### config.mk
export PLATFORM = sky130hd
export DESIGN_NAME = fifo_pro
export DESIGN_NICKNAME = d
export VERILOG_FILES = /design/src/rtl/fifo_pkg.sv /design/src/rtl/fifo_ram.sv /design/src/rtl/fifo_pro.sv
export SDC_FILE = /design/constraint.sdc
export NUM_CORES = 1
export LEC_CHECK = 0
export BUFFER_PORTS_ARGS = -buffer_cell sky130_fd_sc_hd__buf_2
export CORE_ASPECT_RATIO = 1.4
export CORE_MARGIN = 3
export CORE_UTILIZATION = 30
export DETAILED_ROUTE_END_ITERATION = 12
export SYNTH_ARGS = -nofsm -noshare
export SYNTH_HDL_FRONTEND = slang
export SYNTH_SLANG_ARGS = --single-unit
### constraint.sdc
create_clock -name clock -period 3.7 [get_ports clock]
set_input_delay 0.74 -clock clock [delete_from_list [all_inputs] [get_ports clock]]
set_output_delay 0.74 -clock clock [all_outputs]
set_load 0.05 [all_outputs]
### src/rtl/fifo_pkg.sv
// fifo_pkg: shared defaults, count-width helper and status bundle
// for fifo_pro and its verification environment.
package fifo_pkg;

  localparam int DEF_DWIDTH = 8;
  localparam int DEF_DEPTH  = 16;

  function automatic int cnt_w(input int depth);
    return $clog2(depth) + 1;
  endfunction

  typedef struct packed {
    logic empty;
    logic full;
    logic almost_empty;
    logic almost_full;
    logic overflow;
    logic underflow;
  } fifo_status_t;

endpackage

### src/rtl/fifo_ram.sv
// fifo_ram: DWIDTH x DEPTH storage, one sync write port and
// one async read port, no reset.
module fifo_ram #(
  parameter int DWIDTH = 8,
  parameter int DEPTH  = 16,
  parameter int AW     = $clog2(DEPTH)
) (
  input  logic              clock,
  input  logic              we,
  input  logic [AW-1:0]     waddr,
  input  logic [DWIDTH-1:0] wdata,
  input  logic [AW-1:0]     raddr,
  output logic [DWIDTH-1:0] rdata
);

  logic [DWIDTH-1:0] mem [DEPTH];

  always_ff @(posedge clock) begin
    if (we) mem[waddr] <= wdata;
  end

  assign rdata = mem[raddr];

endmodule

### src/rtl/fifo_pro.sv
// fifo_pro: parametrised sync FIFO with count, thresholds and error
// pulses. Define FIFO_FWFT_EN for first-word-fall-through reads.
module fifo_pro
  import fifo_pkg::*;
#(
  parameter int DWIDTH   = DEF_DWIDTH,
  parameter int DEPTH    = DEF_DEPTH,
  parameter int AF_LEVEL = DEPTH - 2,
  parameter int AE_LEVEL = 2
) (
  input  logic                       clock,
  input  logic                       rst,
  input  logic                       wr,
  input  logic                       rd,
  input  logic [DWIDTH-1:0]          data_in,
  output logic [DWIDTH-1:0]          data_out,
  output logic                       empty,
  output logic                       full,
  output logic                       almost_full,
  output logic                       almost_empty,
  output logic [cnt_w(DEPTH)-1:0]    count,
  output logic                       overflow,
  output logic                       underflow
);

  localparam int AW = $clog2(DEPTH);
  localparam int CW = cnt_w(DEPTH);
  localparam logic [CW-1:0] FULL_C = CW'(DEPTH);
  localparam logic [CW-1:0] AF_C   = CW'(AF_LEVEL);
  localparam logic [CW-1:0] AE_C   = CW'(AE_LEVEL);

  logic [AW-1:0] wr_ptr_q, wr_ptr_d;
  logic [AW-1:0] rd_ptr_q, rd_ptr_d;
  logic [CW-1:0] count_q, count_d;
  fifo_status_t  status_q, status_d;
  logic          wr_ok, rd_ok;
  logic [DWIDTH-1:0] ram_rdata;

  // A full FIFO still takes a write when a read frees a slot.
  assign rd_ok = rd && !status_q.empty;
  assign wr_ok = wr && (!status_q.full || rd);

  fifo_ram #(
    .DWIDTH (DWIDTH),
    .DEPTH  (DEPTH),
    .AW     (AW)
  ) u_ram (
    .clock (clock),
    .we    (wr_ok),
    .waddr (wr_ptr_q),
    .wdata (data_in),
    .raddr (rd_ptr_q),
    .rdata (ram_rdata)
  );

  always_comb begin
    wr_ptr_d = wr_ptr_q;
    rd_ptr_d = rd_ptr_q;
    count_d  = count_q;
    if (wr_ok) wr_ptr_d = wr_ptr_q + AW'(1);
    if (rd_ok) rd_ptr_d = rd_ptr_q + AW'(1);
    case ({wr_ok, rd_ok})
      2'b10:   count_d = count_q + CW'(1);
      2'b01:   count_d = count_q - CW'(1);
      default: count_d = count_q;
    endcase
    status_d.empty        = (count_d == '0);
    status_d.full         = (count_d == FULL_C);
    status_d.almost_empty = (count_d <= AE_C);
    status_d.almost_full  = (count_d >= AF_C);
    status_d.overflow     = wr && !wr_ok;
    status_d.underflow    = rd && !rd_ok;
  end

  always_ff @(posedge clock) begin
    if (rst) begin
      wr_ptr_q <= '0;
      rd_ptr_q <= '0;
      count_q  <= '0;
      status_q <= '{empty: 1'b1, full: 1'b0,
                    almost_empty: 1'b1, almost_full: 1'b0,
                    overflow: 1'b0, underflow: 1'b0};
    end else begin
      wr_ptr_q <= wr_ptr_d;
      rd_ptr_q <= rd_ptr_d;
      count_q  <= count_d;
      status_q <= status_d;
    end
  end

`ifdef FIFO_FWFT_EN
  assign data_out = status_q.empty ? '0 : ram_rdata;
`else
  logic [DWIDTH-1:0] dout_q, dout_d;

  always_comb begin
    dout_d = dout_q;
    if (rd_ok) dout_d = ram_rdata;
  end

  always_ff @(posedge clock) begin
    if (rst) dout_q <= '0;
    else     dout_q <= dout_d;
  end

  assign data_out = dout_q;
`endif

  assign count        = count_q;
  assign empty        = status_q.empty;
  assign full         = status_q.full;
  assign almost_empty = status_q.almost_empty;
  assign almost_full  = status_q.almost_full;
  assign overflow     = status_q.overflow;
  assign underflow    = status_q.underflow;

endmodule

==> Yosys cells after proc, flatten, opt, wreduce, memory -nomap -nowiden <==
Memories as Yosys holds them, arrays and structs flattened. A register that Yosys moved wholly into a read port is not among the register bits.
Index checks and enable logic that the tools add are counted.
{ "op_classes": {"muxes": 3, "bitwise": 0, "n_eq_ne": 3, "magnitude_cmp": 2, "div_mod_pow": 0, "multipliers": 0, "reduce_logical": 10, "n_addsub": 4, "shifts": 0} }
{ "ops": {"columns": ["operator", "n"], "rows": [
  ["$pmux W5 S2", 1],
  ["$add A4 B1 Y4 const B", 2],
  ["$add A5 B1 Y5 const B", 1],
  ["$eq A5 B5 Y1 const B", 1],
  ["$ge A5 B4 Y1 const B", 1],
  ["$le A5 B2 Y1 const B", 1],
  ["$logic_not A5 Y1", 1],
  ["$sub A5 B1 Y5 const B", 1],
  ["$logic_and A1 B1 Y1", 4],
  ["$logic_not A1 Y1", 4],
  ["$eq A2 B1 Y1 const B", 1],
  ["$eq A2 B2 Y1 const B", 1],
  ["$mux W1", 2],
  ["$logic_or A1 B1 Y1", 1]
]} }
{ "word_totals": {"latch_bits": 0, "mem_bits_rw": 128, "memories": 1, "input_bits": 12, "word_cells": 32, "ff_bits": 19, "mem_bits_ro": 0} }
{ "mem_list": {"columns": ["name", "depth", "width", "read_ports", "rd_clocked_by_memory_dff", "wr", "line", "source"], "rows": [
  ["u_ram.mem", 16, 8, 1, 1, 1, "fifo_ram.sv:16", "logic [DWIDTH-1:0] mem [DEPTH];"]
]} }

==> Depth between registers and ports, before layout <==
{ "logic_depth": {"word_depth": 6, "mapped_depth": 13} }

==> Modules after synthesis <==
A second synthesis with hierarchy kept.
{ "hier_totals": {"hier_cells": 355, "hier_area_um2": 6188.4} }
{ "by_module_without_submodules": {"columns": ["module", "area_each_um2", "seq_area_each_um2", "cells_per_inst", "instances"], "rows": [
  ["fifo_ram", 4987.3, 3843.7, 221, 1],
  ["fifo_pro", 1201.2, 540.5, 134, 1]
]} }

==> Worst setup path before layout <==
OpenSTA, ideal clock, no wires.
{ "synth_path": {"kind": "input to register", "from": "input port rd", "to": "register status_q, in the netlist full", "n_path_buf": 2, "required_ns": 3.583, "t_arrival_ns": 2.847, "cell_stages": 12, "path_slack_ns": 0.736, "cell_sequence": "nand2b_1 > and2_1 > clkbuf_1 > inv_1 > ha_1 > buf_2 > xor2_1 > ha_1 > a211oi_1 > nor4_2 > xnor2_1 > and4bb_1"} }
{ "synth_between": {"elab_chain_cells": 5, "word_cells_on_any_way": 7, "classes_between": "eq/ne: 3; mux: 1; reduce/logical: 3"} }
{ "synth_rtl": {"columns": ["element", "line", "source"], "rows": [
  ["start, declared", "fifo_pro.sv:14", "input logic rd,"],
  ["$logic_or A1 B1 Y1", "fifo_pro.sv:41", "assign wr_ok = wr && (!status_q.full || rd);"],
  ["$logic_and A1 B1 Y1", "fifo_pro.sv:41", null],
  ["$eq A2 B1 Y1 / $eq A2 B2 Y1 (equally long branches)", "fifo_pro.sv:62", "case ({wr_ok, rd_ok})"],
  ["$pmux W5 S2 (*)", "fifo_pro.sv:62", null],
  ["$eq A5 B5 Y1 (*)", "fifo_pro.sv:68", "status_d.full = (count_d == FULL_C);"],
  ["end signal, assigned", "fifo_pro.sv:80", "status_q <= '{empty: 1'b1, full: 1'b0,"],
  ["end signal, assigned", "fifo_pro.sv:87", "status_q <= status_d;"],
  ["end, declared", "fifo_pro.sv:35", "fifo_status_t status_q, status_d;"]
]} }
Every way passes the cells marked *; elsewhere a longest branch is shown, timed or not.
A chain may end at the register's enable or synchronous reset.

==> Worst setup path after layout <==
Ends and elaborated chain as after synthesis.

==> results by group <==
Finish
  – N_diodes: 0
  – Leading cell type in the layout, fill and taps excluded: edfxtp_1
  – Layout cells sized above 1: 26.2%
  – Design area: 7210 um^2
  – Area Overhead vs Synth: 16.7%
  – Most frequent cells in the layout: edfxtp_1, nor2_1, mux4_2
  – Nets: 412

Drt
  – 1st-pass router iterations: 4
  – Via count: 3,206
  – Remaining antenna violation count: 0
  – DR WL/cell: 19.6 um
  – Via-to-Cell Ratio: 4.88
  – Final wirelength: 12,900 um
  – 1st-iter DRT viols: 225
  – Drt drc: 0

Logic synthesis
  – Syn Nets: 378
  – Main combinational cell family by area after synthesis: multiplexers
  – Async S/R FF share, synth: 0%
  – Post-synth EDFFs: 128
  – Seq cells post-synth: 155
  – Post-Synth Simple-Gate Area: 6.26%
  – Share of the synthesized area in the top cell type: 62.2%
  – Compound-gate portion of the synthesized area: 4.15%
  – Synth Flop Type: edfxtp_1
  – Xor/xnor cell area share of the yosys netlist: 1.70%
  – Yosys cell types: 39
  – Yosys top cell by area: edfxtp_1
  – Yosys warns: 0
  – Mux share of post-synthesis cell area: 13.1%
  – Avg Inst Size Synth: 17.3 um^2
  – Synth Area in Adders: 1.62%
  – Sequential area share after synthesis: 71.0%
  – Cells after Synth: 358
  – Synthesized area: 6180 um^2
  – Leading cell types by total area after synthesis: edfxtp_1, mux4_2, dfxtp_1

Floorplanning
  – Starting Density: 30.8%
  – Chip height: 176 um
  – Die ar.: 22,400 um^2
  – Core Area: 20,100 um^2
  – Die width: 127 um
  – IO Count: 31
  – Rows: 61

Placement
  – RePlAce Congestion: 0.799
  – Area after DPL: 6590 um^2
  – DP Worst Slack: 429 ps
  – Port buffer count: 30
  – Detail Placement HPWL: 8540 um

Global routing
  – GR Overflow Total: 0
  – Vias in the first global route: 3,474
  – First-pass GRT wire length: 20,300 um
  – Pin count of the biggest net entering global routing: 36
  – Initial antenna violation count: 0
  – Combined global-route utilization of all metal layers: 12.2%

Worst hold path
  – Worst hold start: empty
  – Worst Hold End: underflow
  – Depth of the worst hold-timing path: 2
  – Worst min path class: register to register

Power
  – Worst VDD drop: 0.296 mV
  – Leak: 2.41 nW
  – Pwr Density: 592 nW/um^2
  – Pwr Total: 4.27 mW

Clocking
  – # Post-CTS Setup Buffers: 0
  – Clock Sinks: 155
  – Worst-path clk slew: 60 ps
  – Cts hold-fix bufs: 0
  – CTS root buf: clkbuf_16
  – Worst skew pair latency: 420 ps
  – CTS tree: yes
  – Gates resized, CTS repair: 0
  – TritonCTS Buffers: 17
  – Clock Path Buffers: 2
  – H-tree lvl count: 4

Worst setup path
  – Setup slack, reg-to-reg: 940 ps
  – WS Path Type: input pin to register
  – Most frequent CP cell: ha_1
  – R2R depth: 10
  – Startpoint Class: input pin
  – Slowest stage cell, crit path: xnor2_1
  – CP Capture Type: register
  – Crit-path max FO: 9
  – Worst EP required: 4010 ps
  – Buf/Inv on CP: 2
  – Peak per-stage delay on the critical path: 380 ps
  – CP arrival: 3190 ps
  – Critical path's top delay family: simple AND/OR/NAND/NOR gates
  – RR Startpoint: full
  – Crit-path cells: buf_2 > nand2b_1 > and2_1 > inv_1 > ha_1 > xor2_1 > ha_1 > a211oi_1 > nor4_2 > xnor2_1 > and4bb_1
  – Worst r2r dst: full

Timing
  – Relative slew slack: 41.0%
  – Final Cycle Share: 77.8%
  – Layout Skew: 9.87 ps
  – Hold Vio Cnt, Final: 0
  – Final setup vio count: 0
  – Minimum clock period: 2880 ps
  – Max-slew violations: 0
  – RSZ-0062 raised after global routing: false
  – Fmax: 347 MHz
  – TNS Setup: 0 ps
  – Worst-Margin Slew: 882 ps
  – PnR worst setup slack: 821 ps

Job
  – Max-cap viol count: 0

Run status
  – Outcome: finished clean
logic make-up after synthesis:
logic type	after synthesis
buffers and inverters	27
DFF	155
and+or+nand+nor	81
AOI/OAI and AO/OA	34
adders and majority gates	8
muxes	41
xor gates and xnor gates	12
per-layer routing:
layer	part of all wire, %	global-route usage (%)	wire length (um)	vias to the layer above
met5	0	0	0	-
met4	2.6	4.74	331	0
met3	4.9	3.10	638	20
met2	52	21.1	6730	94
met1	40	14.4	5200	1637
li1	-	-	-	1455
registers in the layout, summed over array words and instances, names as in the netlist:
signal and count:
empty 1, overflow 1, almost_empty 1, almost_full 1, rd_ptr_q 4, full 1, u_ram.mem 128, wr_ptr_q 4
underflow 1, count 5, data_out 8
cell type report:
type,count,area (um^2)
clock buffers,17,425
clock inverters,15,199
fillers,1863,12900
inverters,4,15.0
multi-input cells,176,1660
flip-flops and latches,155,4390
well taps,252,315
repair buffers,38,210
synthesized netlist by cell type (2+ instances only):
| cell | number |
|---|---|
| edfxtp_1 | 128 |
| nor2_1 | 36 |
| mux4_2 | 32 |
| dfxtp_1 | 27 |
| nand2_1 | 17 |
| a22oi_1 | 16 |
| clkbuf_1 | 9 |
| mux2i_1 | 9 |
| nand2b_1 | 9 |
| ha_1 | 8 |
| buf_2 | 6 |
| xnor2_1 | 6 |
| xor2_1 | 6 |
| a21oi_1 | 5 |
| nor2b_1 | 5 |
| nor3_1 | 5 |
| buf_1 | 4 |
| inv_1 | 4 |
| buf_6 | 3 |
| and2_1 | 2 |
| nand4_1 | 2 |
| o22ai_1 | 2 |
report_power, final:
part	internal [mW]	switching, mW
logic	0.181	0.264
registers	1.93	0.0558
clock network	1.09	0.746
total	3.20	1.07
worst register-to-register path, stage by stage, from the launching register on:
cell and delay [ps]:
dfxtp_1 330, nand2b_1 90, and2_1 330, inv_1 110, ha_1 310, xor2_1 210, ha_1 230, a211oi_1 320
nor4_2 90, xnor2_1 380, and4bb_1 270
how the worst max path moves through the flow:
stage | cells past startpoint | start | slack (ps) | endpoint
final | 11 | rd | 820 | full
after global routing | 11 | rd | 600 | full
after CTS | 11 | rd | 850 | full
after detailed placement | 11 | rd | 430 | full
after global placement | 11 | rd | 600 | full
after floorplan | 12 | rd | 740 | full
per-stage QoR:
stage               hold WS [ps]  utilization, %  instances
finish                       473            35.9        657
global placement             473            32.8        625
detailed placement           471            32.8        625
CTS                          478            35.9        657
global route                 501            35.9        657
floorplan                    528               -        358
No activity file was read; power rests on OpenSTA's default activity.
